`config.mk`:
```
export PLATFORM = sky130hd
export DESIGN_NAME = sync_fifo_ext_flat
export DESIGN_NICKNAME = d
export VERILOG_FILES = /design/src/rtl/sync_fifo_ext_if.sv /design/src/rtl/sync_fifo_ext.sv /design/src/flat_wrapper.sv
export SDC_FILE = /design/constraint.sdc
export NUM_CORES = 1
export LEC_CHECK = 0
export ABC_AREA = 1
export ABC_CLOCK_PERIOD_IN_PS = 4550
export CAP_MARGIN = 30
export CORE_MARGIN = 3
export CORE_UTILIZATION = 40
export CTS_BUF_LIST = sky130_fd_sc_hd__clkbuf_4
export DETAILED_ROUTE_END_ITERATION = 16
export PLACE_DENSITY = 0.55
export SYNTH_ARGS = -nofsm -noshare
export SYNTH_HDL_FRONTEND = slang
export SYNTH_SLANG_ARGS = --single-unit
export TNS_END_PERCENT = 20
```
`constraint.sdc`:
```
create_clock -name clk -period 4.55 [get_ports clk]
set_input_delay 0.91 -clock clk [delete_from_list [all_inputs] [get_ports clk]]
set_output_delay 0.91 -clock clk [all_outputs]
set_load 0.02 [all_outputs]
```
`src/rtl/sync_fifo_ext_if.sv`:
```
// Handshake and status bundle between a producer/consumer and sync_fifo_ext.
// The master drives the write/read requests; the FIFO (slave) drives data and status.
interface sync_fifo_ext_if #(
    parameter int WIDTH = 8,
    parameter int DEPTH = 8
);
    localparam int LW = $clog2(DEPTH + 1);

    logic             write_en;
    logic [WIDTH-1:0] write_data;
    logic             read_en;
    logic [WIDTH-1:0] read_data;
    logic             read_valid;
    logic             full;
    logic             empty;
    logic             almost_full;
    logic             almost_empty;
    logic [LW-1:0]    level;
    logic             overflow;
    logic             underflow;

    modport master (
        output write_en, write_data, read_en,
        input  read_data, read_valid, full, empty, almost_full, almost_empty,
               level, overflow, underflow
    );

    modport slave (
        input  write_en, write_data, read_en,
        output read_data, read_valid, full, empty, almost_full, almost_empty,
               level, overflow, underflow
    );
endinterface

```
`src/rtl/sync_fifo_ext.sv`:
```
// Single-clock FIFO with arbitrary depth, threshold flags, error pulses and
// selectable registered-read or first-word-fall-through output.
module sync_fifo_ext #(
    parameter int WIDTH     = 8,
    parameter int DEPTH     = 8,
    parameter int FWFT      = 0,
    parameter int AF_THRESH = DEPTH - 1,
    parameter int AE_THRESH = 1
) (
    input  logic           clk,
    input  logic           reset,
    sync_fifo_ext_if.slave fifo
);
    localparam int PW = (DEPTH > 1) ? $clog2(DEPTH) : 1;
    localparam int LW = $clog2(DEPTH + 1);

    localparam logic [PW-1:0] PTR_LAST = PW'(DEPTH - 1);
    localparam logic [LW-1:0] LVL_FULL = LW'(DEPTH);
    localparam logic [LW-1:0] LVL_AF   = LW'(AF_THRESH);
    localparam logic [LW-1:0] LVL_AE   = LW'(AE_THRESH);

    logic [WIDTH-1:0] mem_q [DEPTH];

    logic [PW-1:0]    wr_ptr_q, wr_ptr_d;
    logic [PW-1:0]    rd_ptr_q, rd_ptr_d;
    logic [LW-1:0]    level_q, level_d;
    logic [WIDTH-1:0] rdata_q, rdata_d;
    logic             rvalid_q, rvalid_d;
    logic             ovf_q, ovf_d;
    logic             unf_q, unf_d;

    logic             full, empty;
    logic             wr_acc, rd_acc;
    logic [WIDTH-1:0] head;

    // Status flags decode the registered level only, so they never glitch on requests.
    assign full   = (level_q == LVL_FULL);
    assign empty  = (level_q == '0);
    assign wr_acc = fifo.write_en && !full;
    assign rd_acc = fifo.read_en && !empty;
    assign head   = mem_q[rd_ptr_q];

    always_comb begin
        wr_ptr_d = wr_ptr_q;
        rd_ptr_d = rd_ptr_q;
        level_d  = level_q;
        rdata_d  = rdata_q;

        // Explicit wrap compare keeps non-power-of-two depths correct.
        if (wr_acc) begin
            wr_ptr_d = (wr_ptr_q == PTR_LAST) ? '0 : wr_ptr_q + PW'(1);
        end
        if (rd_acc) begin
            rd_ptr_d = (rd_ptr_q == PTR_LAST) ? '0 : rd_ptr_q + PW'(1);
        end

        if (wr_acc && !rd_acc) begin
            level_d = level_q + LW'(1);
        end else if (rd_acc && !wr_acc) begin
            level_d = level_q - LW'(1);
        end

        if (rd_acc && (FWFT == 0)) begin
            rdata_d = head;
        end

        rvalid_d = rd_acc;
        ovf_d    = fifo.write_en && full;
        unf_d    = fifo.read_en && empty;
    end

    always_ff @(posedge clk or negedge reset) begin
        if (!reset) begin
            wr_ptr_q <= '0;
            rd_ptr_q <= '0;
            level_q  <= '0;
            rdata_q  <= '0;
            rvalid_q <= 1'b0;
            ovf_q    <= 1'b0;
            unf_q    <= 1'b0;
        end else begin
            wr_ptr_q <= wr_ptr_d;
            rd_ptr_q <= rd_ptr_d;
            level_q  <= level_d;
            rdata_q  <= rdata_d;
            rvalid_q <= rvalid_d;
            ovf_q    <= ovf_d;
            unf_q    <= unf_d;
        end
    end

    // Storage is deliberately not cleared; the pointers define what is live.
    always_ff @(posedge clk) begin
        if (reset && wr_acc) begin
            mem_q[wr_ptr_q] <= fifo.write_data;
        end
    end

    assign fifo.full         = full;
    assign fifo.empty        = empty;
    assign fifo.almost_full  = (level_q >= LVL_AF);
    assign fifo.almost_empty = (level_q <= LVL_AE);
    assign fifo.level        = level_q;
    assign fifo.overflow     = ovf_q;
    assign fifo.underflow    = unf_q;
    assign fifo.read_data    = (FWFT != 0) ? head : rdata_q;
    assign fifo.read_valid   = (FWFT != 0) ? !empty : rvalid_q;
endmodule

```
`src/flat_wrapper.sv`:
```
// flat-port wrapper written by rule: the top's interface ports become plain ports
module sync_fifo_ext_flat 
#(
    parameter int WIDTH     = 8,
    parameter int DEPTH     = 8,
    parameter int FWFT      = 0,
    parameter int AF_THRESH = DEPTH - 1,
    parameter int AE_THRESH = 1
)
  (clk, reset, fifo_write_en, fifo_write_data, fifo_read_en, fifo_read_data, fifo_read_valid, fifo_full, fifo_empty, fifo_almost_full, fifo_almost_empty, fifo_level, fifo_overflow, fifo_underflow);
  sync_fifo_ext_if #(.WIDTH(WIDTH), .DEPTH(DEPTH)) fifo_i ();
  input  logic clk;
  input  logic reset;
  input wire logic [$bits(fifo_i.write_en)-1:0] fifo_write_en;
  input wire logic [$bits(fifo_i.write_data)-1:0] fifo_write_data;
  input wire logic [$bits(fifo_i.read_en)-1:0] fifo_read_en;
  output wire logic [$bits(fifo_i.read_data)-1:0] fifo_read_data;
  output wire logic [$bits(fifo_i.read_valid)-1:0] fifo_read_valid;
  output wire logic [$bits(fifo_i.full)-1:0] fifo_full;
  output wire logic [$bits(fifo_i.empty)-1:0] fifo_empty;
  output wire logic [$bits(fifo_i.almost_full)-1:0] fifo_almost_full;
  output wire logic [$bits(fifo_i.almost_empty)-1:0] fifo_almost_empty;
  output wire logic [$bits(fifo_i.level)-1:0] fifo_level;
  output wire logic [$bits(fifo_i.overflow)-1:0] fifo_overflow;
  output wire logic [$bits(fifo_i.underflow)-1:0] fifo_underflow;
  assign fifo_i.write_en = fifo_write_en;
  assign fifo_i.write_data = fifo_write_data;
  assign fifo_i.read_en = fifo_read_en;
  assign fifo_read_data = fifo_i.read_data;
  assign fifo_read_valid = fifo_i.read_valid;
  assign fifo_full = fifo_i.full;
  assign fifo_empty = fifo_i.empty;
  assign fifo_almost_full = fifo_i.almost_full;
  assign fifo_almost_empty = fifo_i.almost_empty;
  assign fifo_level = fifo_i.level;
  assign fifo_overflow = fifo_i.overflow;
  assign fifo_underflow = fifo_i.underflow;
  sync_fifo_ext #(.WIDTH(WIDTH), .DEPTH(DEPTH), .FWFT(FWFT), .AF_THRESH(AF_THRESH), .AE_THRESH(AE_THRESH)) u_core (.clk(clk), .reset(reset), .fifo(fifo_i));
endmodule
```
# ---- After elaboration in Yosys (flattened, before gate mapping)
# Memory sizes are Yosys's and may differ from the RTL's. A register that Yosys moved wholly into a read port is not among the register bits.
# Index checks and enable logic that the tools add are counted.
dict set report classes {
  n_eq_ne 3
  reduce_logical 14
  n_lt_le_gt_ge 2
  mux 6
  addsub 4
}
# cell n
set ops {}
lappend ops {{two-way mux 4 bit} 2}
lappend ops {{logical AND 1 bit} 7}
lappend ops {{adder 3 x 1 -> 3 bit (second input constant)} 2}
lappend ops {{== test 3 bit (second input constant)} 2}
lappend ops {{two-way mux 3 bit} 2}
lappend ops {{zero test 1 bit} 5}
lappend ops {{adder 4 x 1 -> 4 bit (second input constant)} 1}
lappend ops {{== test 4 bit (second input constant)} 1}
lappend ops {{greater-or-equal comparator 4 x 3 -> 1 bit (second input constant)} 1}
lappend ops {{<= comparator 4 x 1 -> 1 bit (second input constant)} 1}
lappend ops {{zero test 4 bit} 1}
lappend ops {{subtractor 4 x 1 -> 4 bit (second input constant)} 1}
lappend ops {{two-way mux 1 bit} 2}
lappend ops {{nonzero test 2 bit} 1}
dict set report totals {
  ramBits 64
  ff_bits 13
  out_inout_bits 19
  mem_count 1
  elab_cells 36
  in_bits 12
}
# memory depth word_bits read_ports rd_ports_with_merged_regs write_ports line
set memory_table {}
lappend memory_table {u_core.mem_q 8 8 1 1 1 sync_fifo_ext.sv:22} ;# logic [WIDTH-1:0] mem_q [DEPTH];

# ---- Logic depth before layout (Yosys ltp)
# Gate-level depths: netlist of the first run.
dict set report depth {
  word_depth 7
  ltp_mapped 11
  mapped_depth_nobuf 11
}

# ---- Worst setup path before layout of the first run
# Ideal clock, no wire load.
dict set report synth_path {
  kind {flip-flop to flip-flop}
  from {reg u_core.level_q[0] (netlist: u_core.fifo.level[0])}
  to {reg u_core.level_q[2] (netlist: u_core.fifo.level[2])}
  setup_slack_ns 2.484
  path_stages_with_launch 11
  setup_time_ns 0.119
  n_path_buf 0
  t_required_ns 4.431
  arrival_time_ns 1.948
  cell_sequence {dfrtp_1 inv_1 ha_1 nand3_1 inv_1 nor2_4 ha_1 a21oi_1 o21ai_0 xor2_1 inv_1}
}
dict set report synth_between {
  elab_chain_len 6
}
# item line
set synth_rtl {}
lappend synth_rtl {{start, declared} sync_fifo_ext.sv:26} ;# logic [LW-1:0] level_q, level_d;
lappend synth_rtl {{start signal, assigned} sync_fifo_ext.sv:84} ;# level_q <= level_d;
lappend synth_rtl {{== test 4 bit (*)} sync_fifo_ext.sv:37} ;# assign full = (level_q == LVL_FULL);
lappend synth_rtl {{net fifo_full} flat_wrapper.sv:19} ;# output wire logic [$bits(fifo_i.full)-1:0] fifo_full;
lappend synth_rtl {{zero test 1 bit (*)} sync_fifo_ext.sv:39} ;# assign wr_acc = fifo.write_en && !full;
lappend synth_rtl {{logical AND 1 bit (*)} sync_fifo_ext.sv:39}
lappend synth_rtl {{zero test 1 bit} sync_fifo_ext.sv:59} ;# end else if (rd_acc && !wr_acc) begin
lappend synth_rtl {{logical AND 1 bit} sync_fifo_ext.sv:59}
lappend synth_rtl {{nonzero test 2 bit (no line)} n/a}
# Mark *: on every way through the listed nets, which the timed path passes. The rest lies on a longest branch. The select of a mux whose other input is x is not followed.
# A chain may end at the register's enable or synchronous reset.

# ---- Worst setup path after layout of the first run
dict set report layout_path {
  from {reg u_core.level_q[0] (netlist: u_core.fifo.level[0])}
  to {out fifo_full}
}
dict set report layout_between {
  elab_chain_len 1
}
# item line
set layout_rtl {}
lappend layout_rtl {{== test 4 bit} sync_fifo_ext.sv:37}
lappend layout_rtl {{end, declared} flat_wrapper.sv:19}
# Every way passes these cells.

==> flow_metrics.py, run 1 <==
metrics = {
    "floorplan": {
        "ios": 31,
        "rows": 35,
        "die-area_um2": 10800,
        "die_h_um": 104,
        "initial_core_util_pct": 41.2,
        "dieWidth_um": 104,
        "core_um2": 9280,
    },
    "finish": {
        "area_growth_pct": 14.6,
        "fin_nets": 420,
        "drive_above_1_share_pct": 8.17,
        "insertedDiodeCount": 0,
        "final-instance-count-excl-fill": 533,
    },
    "global_route": {
        "antenna_found_initial": 0,
        "grt_pass1_wl_um": 12900,
        "grt_pass1_vias": 2391,
        "grtUsageTotal_pct": 15.9,
        "grt_start_max_net_pins": 35,
        "grt.overflow.total": 0,
    },
    "power_and_ir_drop": {
        "power_density_nw_per_um2": 582,
        "vdd_drop_max_mv": 0.191,
        "swShare_pct": 38.8,
        "p_leak_nw": 1.93,
        "power_frac_seq_pct": 43.3,
        "p_sw_mw": 0.990,
        "clkPwrFrac_pct": 18.5,
        "combPwrFrac_pct": 38.2,
        "intPower_mw": 1.56,
    },
    "timing": {
        "hold_viol": 0,
        "tns_ns": 0,
        "report.final.slew_viol_count": 0,
        "fmax_mhz": 326,
        "slew-limit-headroom_pct": 55.3,
        "tightest_slew_ns": 0.669,
        "setup_violations": 0,
        "min_period_over_period_pct": 67.4,
        "min_period_ns": 3.07,
        "fin_skew_ns": 0.00787,
        "rsz0062_at_grt": "no",
    },
    "route": {
        "ant_nets": 0,
        "viasPerCell": 4.69,
        "drt_iter0_drc": 178,
        "routed_wl_um": 8220,
        "drc": 0,
        "vias": 2498,
        "wire_per_inst_um": 15.4,
        "drt_pass1_iterations": 4,
    },
    "synth": {
        "synth.most_common_cell": "nand2_1",
        "yosys-top-cells-count": "107 x nand2_1, 64 x edfxtp_1, 64 x inv_1",
        "async_flop_share_pct": 24.7,
        "synth.area.top_cells": "edfxtp_1 50%, dfrtp_1 14%, nand2_1 10%",
        "yosysTopAreaCell": "edfxtp_1",
        "yosys_warnings": 0,
        "yosysTopAreaCellShare_pct": 50.2,
        "netlist_area_um2": 3830,
        "synth_seq_area_share_pct": 64.0,
        "syn_nets": 389,
        "ys.flop_type": "edfxtp_1",
        "yosysUniqueCellTypes": 25,
        "syn_area_per_cell_um2": 10.4,
        "synth-edff-count": 64,
        "synth_seq_cells": 85,
        "synthCells": 368,
    },
    "placement": {
        "gp_congestion": 0.874,
        "dp_hpwl_um": 5770,
        "numPlacedInstances": 517,
        "io_buffers": 30,
    },
    "critical_path": {
        "arrival_ns": 2.16,
        "startpoint_type": "flip-flop",
        "slowest_delay_ns": 0.62,
        "cp.required_ns": 3.64,
        "cpMostUsedCell": "inv_1",
        "timing_worst_setup_path_type": "flip-flop to output pin",
        "slowest_stage": "clkdlybuf4s50_1",
        "critPathMaxFanout": 7,
        "cp_cell_sequence": "inv_1, ha_1, nand3_1, inv_1, clkdlybuf4s50_1",
        "end_kind": "output pin",
    },
    "clock_network": {
        "hold_buffers": 0,
        "htreeDepth": 3,
        "cts_resized": 0,
        "cts_made_buffers": 9,
        "cts.clk_slew.worst_paths_ns": 0.13,
        "clk_path_buf_depth": 2,
        "cts_root_buffer": "clkbuf_4",
        "cts_tree": "built",
        "clk_latency_ns": 0.41,
        "clock_sinks": 85,
        "cts_setup_buffers": 0,
    },
    "worst_hold_path": {
        "hold_path.class": "flip-flop to flip-flop",
    },
    "job": {
        "maxCapViolCount": 0,
    },
    "outcome": {
        "status": "complete, no violations",
    },
}
[metal layers]
layer | share of wire (%) | up-vias | track usage [%] | routed length (um)
met5 | 0 | - | 0 | 0
met4 | 0.46 | 0 | 5.13 | 38
met3 | 5.6 | 2 | 2.31 | 460
met2 | 49 | 63 | 25.7 | 4010
met1 | 45 | 1195 | 22.1 | 3710
li1 | - | 1238 | - | -
[worst paths after layout]
kind | start | cells past startpoint | to | slack, ns
max | u_core.fifo.level[0]$_DFFE_PN0P_ | 5 | fifo_full | 1.48
min reg2reg | u_core.fifo.read_data[1]$_DFFE_PN0P_ | 2 | u_core.fifo.read_data[1]$_DFFE_PN0P_ | 0.49
max in group asynchronous | reset | 2 | u_core.rd_ptr_q[2]$_DFFE_PN0P_ | 3.51
max reg2reg | u_core.fifo.level[0]$_DFFE_PN0P_ | 6 | u_core.mem_q[5][7]$_DFFE_PP_ | 2.30
min | u_core.fifo.read_data[1]$_DFFE_PN0P_ | 2 | u_core.fifo.read_data[1]$_DFFE_PN0P_ | 0.49
min in group asynchronous | reset | 2 | u_core.fifo.level[3]$_DFFE_PN0P_ | 0.82
[through the flow]
stage / hold WS [ns] / util (%) / setup slack [ns] / total power, mW / instance area, um2
2_1_floorplan: 0.572 / - / 2.48 / 1.77 / 3830
3_3_place_gp: 0.466 / 45.4 / 1.58 / 2.08 / 4210
3_5_place_dp: 0.465 / 45.5 / 1.56 / 2.10 / 4230
4_1_cts: 0.498 / 47.2 / 1.44 / 2.57 / 4380
5_1_grt: 0.519 / 47.2 / 1.38 / 2.74 / 4380
6_report: 0.493 / 47.2 / 1.48 / 2.55 / 4380
[sequential cells by signal, summed over array words and instances (netlist names)]
register	flops
u_core.rd_ptr_q	3
u_core.fifo.underflow	1
u_core.fifo.read_valid	1
u_core.fifo.level	4
u_core.mem_q	64
u_core.wr_ptr_q	3
u_core.fifo.overflow	1
u_core.fifo.read_data	8
[layout make-up]
class	count	area, um2
Fill cell	898	4900
Sequential cell	85	2450
Multi-Input combinational cell	203	1030
Timing Repair Buffer	32	323
Inverter	68	263
Tap cell	129	161
Clock inverter	7	90.1
Clock buffer	9	67.6
[worst max-delay path: cells and delay by family (launching register included)]
| family | cells | cell delay, ns |
|---|---|---|
| buf+inv | 3 | 0.89 |
| simple gates | 1 | 0.17 |
| flops | 1 | 0.48 |
| fa+ha+maj | 1 | 0.21 |
[power by group through the flow]
stage	Combinational, mW	Sequential, mW	Clock, mW
global placement	0.944	1.14	0
finish	0.974	1.10	0.471
CTS	0.984	1.11	0.484
global route	1.10	1.12	0.517
detailed placement	0.982	1.12	0
floorplan	0.646	1.12	0
[layout by cell type, fill, tap and decap left out, types with 2 or more instances in the layout]
master / n
inv_1: 64
nand2_1: 107
inv_2: 2
nor2_4: 2
clkinv_1: 2
o21ai_0: 9
clkdlybuf4s50_1: 30
xor2_1: 3
nand3_1: 46
clkinv_2: 2
nor2_1: 12
nand3_2: 8
bufinv_16: 2
clkbuf_4: 9
edfxtp_1: 64
dfrtp_1: 21
ha_1: 9
[logic make-up (layout without fill, tap and decap cells)]
| kind of cell | count (synthesis) | in the layout | synth area share (%) |
|---|---|---|---|
| adder cells (fa/ha/maj) | 9 | 9 | 2.94 |
| buffers and inverters | 80 | 116 | 9.09 |
| AO/OA/AOI/OAI | 12 | 12 | 1.73 |
| AND/OR/NAND/NOR | 178 | 178 | 21.4 |
| flip-flops | 85 | 85 | 64.0 |
| XOR/XNOR | 4 | 4 | 0.916 |
(Power assumes the default switching activity.)
==> inputs of run 2 (changes only) <==
- ABC_CLOCK_PERIOD_IN_PS: 4550 -> 3200
- clock period: 4.55 -> 3.2 ns (I/O delays scaled with it)
==> run 2 against run 1 <==
  * Wire length is 0.27% higher
  * Clock skew grew 0.0050 ns
  * Power rose by 41%
  * Worst setup slack worse by 1.1 ns
  * Combinational power rose by 48%
  * Clock-buffer cell count did not move
  * Register-to-register slack worse by 1.2 ns
  * Flip-flop and latch count is the same
  * Largest cell class unchanged
  * Die area did not move
  * Worst hold slack gained 0.0045 ns
==> flow_metrics.py, run 2 (synthesis gave the netlist of run 1 again) <==
metrics = {
    "worst_hold_path": {
        "hold_start": "u_core.fifo.read_data[2]$_DFFE_PN0P_",
        "whs_endpoint": "u_core.fifo.read_data[2]$_DFFE_PN0P_",
        "worstHoldPathCells": 2,
        "hold_path.class": "flip-flop to flip-flop",
    },
    "timing": {
        "fmax_mhz": 360,
        "setup_violations": 0,
        "min_period_ns": 2.78,
        "report.final.slew_viol_count": 0,
        "tightest_slew_ns": 0.649,
        "hold_viol": 0,
        "slew-limit-headroom_pct": 56.7,
        "min_period_over_period_pct": 86.9,
        "fin_hold_ws_ns": 0.497,
        "fin_skew_ns": 0.0129,
        "rsz0062_at_grt": "no",
        "tns_ns": 0,
    },
    "floorplan": {
        "rows": 35,
        "die_h_um": 104,
        "initial_core_util_pct": 41.2,
        "die-area_um2": 10800,
        "ios": 31,
        "core_um2": 9280,
        "dieWidth_um": 104,
    },
    "finish": {
        "layout_commonest_cell": "nand2_1",
        "layout_common_cells": "107 x nand2_1, 64 x inv_1, 64 x edfxtp_1, 46 x nand3_1, 30 x clkdlybuf4s50_1",
        "area_growth_pct": 15.9,
        "drive_above_1_share_pct": 10.4,
        "largest_register_ffs": 64,
        "fin_nets": 430,
        "insertedDiodeCount": 0,
        "top_register": "u_core.mem_q",
    },
    "clock_network": {
        "cts_resized": 0,
        "hold_buffers": 0,
        "clock_sinks": 85,
        "clk_latency_ns": 0.43,
        "cts_made_buffers": 9,
        "cts_root_buffer": "clkbuf_4",
        "cts.clk_slew.worst_paths_ns": 0.13,
        "cts_setup_buffers": 0,
        "cts_tree": "built",
        "clk_path_buf_depth": 2,
        "htreeDepth": 3,
    },
    "critical_path": {
        "end_kind": "output pin",
        "critPathMaxFanout": 7,
        "r2r_slack_ns": 1.11,
        "rr_startpoint": "u_core.fifo.level[0]$_DFFE_PN0P_",
        "cp.buffers_inverters": 3,
        "cpMostUsedCell": "inv_1",
        "reg2reg_depth": 7,
        "r2r-end": "u_core.mem_q[3][6]$_DFFE_PP_",
        "slowest_stage": "clkdlybuf4s50_1",
        "cp.required_ns": 2.56,
        "timing_worst_setup_path_type": "flip-flop to output pin",
        "startpoint_type": "flip-flop",
        "arrival_ns": 2.14,
        "cp_cell_sequence": "inv_1, ha_1, nand3_1, inv_1, clkdlybuf4s50_1",
        "cp_top_family": "buffers and inverters",
        "slowest_delay_ns": 0.61,
    },
    "power_and_ir_drop": {
        "power_density_nw_per_um2": 810,
        "vdd_drop_max_mv": 0.298,
        "clkPwrFrac_pct": 17.0,
        "power_frac_seq_pct": 42.9,
        "p_sw_mw": 1.43,
        "combPwrFrac_pct": 40.0,
        "intPower_mw": 2.16,
        "p_leak_nw": 1.97,
        "swShare_pct": 39.9,
    },
    "placement": {
        "dp_hpwl_um": 5430,
        "gp_congestion": 0.773,
        "io_buffers": 30,
    },
    "route": {
        "routed_wl_um": 8240,
        "viasPerCell": 4.60,
        "drt_pass1_iterations": 5,
        "wire_per_inst_um": 15.2,
        "ant_nets": 0,
        "vias": 2498,
        "drt_iter0_drc": 136,
        "drc": 0,
    },
    "global_route": {
        "antenna_found_initial": 0,
        "grtUsageTotal_pct": 16.1,
        "grt_start_max_net_pins": 35,
        "grt_pass1_vias": 2451,
        "grt.overflow.total": 0,
        "grt_pass1_wl_um": 13200,
    },
    "outcome": {
        "status": "complete, no violations",
    },
    "job": {
        "maxCapViolCount": 0,
    },
}
==> run 2: changes by cell type in the layout (fill, tap and decap cells not counted), sizes merged <==
cell	delta
clkinv	-1
clkinvlp	+1
inv	+1
buf	+10
bufinv	-1
==> run 2: worst max-delay path by stage <==
stage / start / endpoint / slack (ns) / cells after the start
global route: u_core.fifo.level[1]$_DFFE_PN0P_ / fifo_full / 0.25 / 5
CTS: u_core.fifo.level[0]$_DFFE_PN0P_ / fifo_full / 0.37 / 5
floorplan: u_core.fifo.level[0]$_DFFE_PN0P_ / u_core.fifo.level[2]$_DFFE_PN0P_ / 1.13 / 10
detailed placement: u_core.fifo.level[0]$_DFFE_PN0P_ / fifo_full / 0.86 / 5
global placement: u_core.fifo.level[0]$_DFFE_PN0P_ / fifo_full / 0.91 / 5
finish: u_core.fifo.level[0]$_DFFE_PN0P_ / fifo_full / 0.42 / 5
==> run 2: metrics by stage <==
step | instances | cell area (um2) | utilization (%) | power, mW | setup slack (ns)
finish | 543 | 4440 | 47.8 | 3.59 | 0.419
global route | 543 | 4440 | 47.8 | 3.85 | 0.246
floorplan | 368 | 3830 | - | 2.52 | 1.13
detailed placement | 527 | 4290 | 46.2 | 3.03 | 0.863
global placement | 527 | 4290 | 46.2 | 3.01 | 0.913
CTS | 543 | 4440 | 47.8 | 3.64 | 0.371
==> run 2: metal layers <==
metal  vias up  routed length [um]  global-route usage (%)
met5         -                   0                       0
met4         0                 112                    5.41
met3         9                 354                    4.24
met2        64                3970                    26.0
met1      1171                3810                    21.3
li1       1254                   -                       -
==> run 2: area by class of cell <==
cell class	count	area [um2]
clock inverter	7	75.1
sequential	85	2450
tap	129	161
inverter	68	263
fill	872	4850
clock buffer	9	67.6
multi-input combinational	203	1030
timing repair buffer	42	390
==> run 2: worst register-to-register path, cell delays in order, from the launching register on <==
cell and delay, ns:
dfrtp_1 0.49, inv_1 0.10, ha_1 0.25, nand3_1 0.15, and3_1 0.20, nand2_1 0.10, nor2_1 0.30, buf_4 0.22
==> run 2: power groups by stage <==
stage	registers (mW)	logic [mW]	clock network (mW)
final	1.54	1.44	0.612
after global routing	1.57	1.61	0.668
after CTS	1.55	1.46	0.634
after detailed placement	1.57	1.45	0
after global placement	1.57	1.44	0
after floorplan	1.60	0.919	0
==> inputs of run 3 (changes only) <==
- ABC_CLOCK_PERIOD_IN_PS: 3200 -> 2400
- CORE_UTILIZATION: 40 -> 45
- PLACE_DENSITY: 0.55 -> 0.64
- clock period: 3.2 -> 2.4 ns (I/O delays scaled with it)
==> run 3 against run 2 <==
  * Critical path depth shrank 1
  * Clock skew grew 0.0028 ns
  * Via count grew 0.68%
  * Register-to-register slack lost 0.79 ns
  * Cell count shrank 3.7%
  * Power grew 28%
  * Global-route usage grew 0.46 points
  * Worst hold slack lost 0.012 ns
  * Worst setup slack lost 0.29 ns
  * Clock-buffer cell count grew 3
  * Sequential power grew 30%
  * Final area shrank 0.82%
  * Critical endpoint is now fifo_almost_full
  * Largest cell class unchanged
==> flow_metrics.py, run 3 (synthesis gave the netlist of run 1 again) <==
metrics = {
    "outcome": {
        "status": "complete, no violations",
    },
    "power_and_ir_drop": {
        "clkPwrFrac_pct": 14.3,
        "intPower_mw": 2.81,
        "swShare_pct": 39.0,
        "total_power_mw": 4.62,
        "p_leak_nw": 2.00,
        "combPwrFrac_pct": 42.4,
        "p_sw_mw": 1.80,
        "power_frac_seq_pct": 43.3,
        "power_density_nw_per_um2": 1050,
        "vdd_drop_max_mv": 0.428,
    },
    "timing": {
        "report.final.slew_viol_count": 0,
        "tightest_slew_ns": 0.582,
        "tns_ns": 0,
        "fin_hold_ws_ns": 0.485,
        "setup_slack_ns": 0.125,
        "min_period_over_period_pct": 94.8,
        "hold_viol": 0,
        "slew-limit-headroom_pct": 61.1,
        "fmax_mhz": 440,
        "rsz0062_at_grt": "no",
        "min_period_ns": 2.27,
        "fin_skew_ns": 0.0157,
        "setup_violations": 0,
    },
    "floorplan": {
        "dieWidth_um": 98.2,
        "die-area_um2": 9650,
        "core_um2": 8220,
        "rows": 33,
        "ios": 31,
        "die_h_um": 98.2,
        "initial_core_util_pct": 46.6,
    },
    "route": {
        "viasPerCell": 4.81,
        "drc": 0,
        "ant_nets": 0,
        "wire_per_inst_um": 14.0,
        "drt_pass1_iterations": 4,
        "vias": 2515,
        "drt_iter0_drc": 155,
        "routed_wl_um": 7300,
    },
    "clock_network": {
        "cts.clk_slew.worst_paths_ns": 0.12,
        "cts_setup_buffers": 0,
        "cts_made_buffers": 9,
        "cts_tree": "built",
        "hold_buffers": 0,
        "htreeDepth": 3,
        "clock_sinks": 85,
        "clk_latency_ns": 0.41,
        "cts_root_buffer": "clkbuf_4",
        "clk_path_buf_depth": 2,
    },
    "job": {
        "maxCapViolCount": 0,
    },
    "worst_hold_path": {
        "hold_path.class": "input port to async pin",
    },
    "placement": {
        "dp_hpwl_um": 5020,
        "gp_congestion": 0.812,
        "place_ws_ns": 0.211,
        "io_buffers": 30,
        "numPlacedInstances": 507,
        "placement.cell_area_um2": 4290,
    },
    "finish": {
        "layout_commonest_cell": "nand2_1",
        "final-seq-area_um2": 2450,
        "largest_register_ffs": 64,
        "nFillCells": 751,
        "area_growth_pct": 15.0,
        "post-route-util_pct": 53.5,
        "top_register": "u_core.mem_q",
        "insertedDiodeCount": 0,
        "multi_input_area_um2": 1030,
        "layout_common_cells": "107 x nand2_1, 64 x inv_1, 64 x edfxtp_1, 46 x nand3_1, 27 x clkdlybuf4s50_1",
        "fin_nets": 434,
        "drive_above_1_share_pct": 11.7,
        "final-instance-count-excl-fill": 523,
        "final_area_um2": 4400,
    },
    "global_route": {
        "grt.overflow.total": 0,
        "grt_pass1_vias": 2418,
        "grt_pass1_wl_um": 12100,
        "grt_start_max_net_pins": 35,
        "grtUsageTotal_pct": 16.6,
        "antenna_found_initial": 0,
    },
    "critical_path": {
        "startpoint_type": "flip-flop",
        "timing_worst_setup_path_type": "flip-flop to output pin",
        "critPathMaxFanout": 7,
        "arrival_ns": 1.79,
        "end_kind": "output pin",
        "r2r_slack_ns": 0.32,
        "cp.required_ns": 1.92,
    },
}
run 3: power by group through the flow:
stage	combinational (mW)	sequential [mW]	clock (mW)
floorplan	1.23	2.13	0
detailed placement	1.99	2.03	0
global placement	1.93	2.02	0
global route	2.20	2.03	0.772
CTS	1.99	2.00	0.694
finish	1.96	2.00	0.661
run 3: layout make-up:
class                      count  share of cell area [%]
sequential                    85                    55.7
inverter                      68                    5.97
multi-input combinational    203                    23.4
tap                          105                    2.99
clock buffer                  12                    2.05
timing repair buffer          46                    9.47
clock inverter                 4                   0.398
run 3: path summary, 6_finish.rpt:
kind,end,from,cells after the start
setup / recovery,fifo_almost_full,u_core.fifo.level[0]$_DFFE_PN0P_,4
hold / removal,u_core.fifo.read_data[5]$_DFFE_PN0P_,reset,2
setup reg to reg,u_core.fifo.level[3]$_DFFE_PN0P_,u_core.fifo.level[0]$_DFFE_PN0P_,11
hold reg to reg,u_core.fifo.read_data[2]$_DFFE_PN0P_,u_core.fifo.read_data[2]$_DFFE_PN0P_,2
max in group asynchronous,u_core.fifo.level[0]$_DFFE_PN0P_,reset,2
min in group clk,u_core.fifo.read_data[2]$_DFFE_PN0P_,u_core.fifo.read_data[2]$_DFFE_PN0P_,2
run 3: per-layer routing:
| metal | vias to the layer above | routed length [um] | GRT usage (%) |
|---|---|---|---|
| met5 | - | 0 | 0 |
| met4 | 0 | 108 | 6.62 |
| met3 | 9 | 300 | 3.14 |
| met2 | 47 | 3850 | 28.6 |
| met1 | 1195 | 3040 | 20.7 |
| li1 | 1264 | - | - |
run 3: critical path: stages (launching register included):
cell and delay (ns):
dfrtp_2 0.45, ha_1 0.20, nor2_1 0.05, nor2_1 0.09, clkdlybuf4s50_1 0.60
run 3: repair_timing:
item	in CTS	in global routing
gates cloned	0	0
gates resized for setup	3	4
endpoints found under the setup margin	3	3
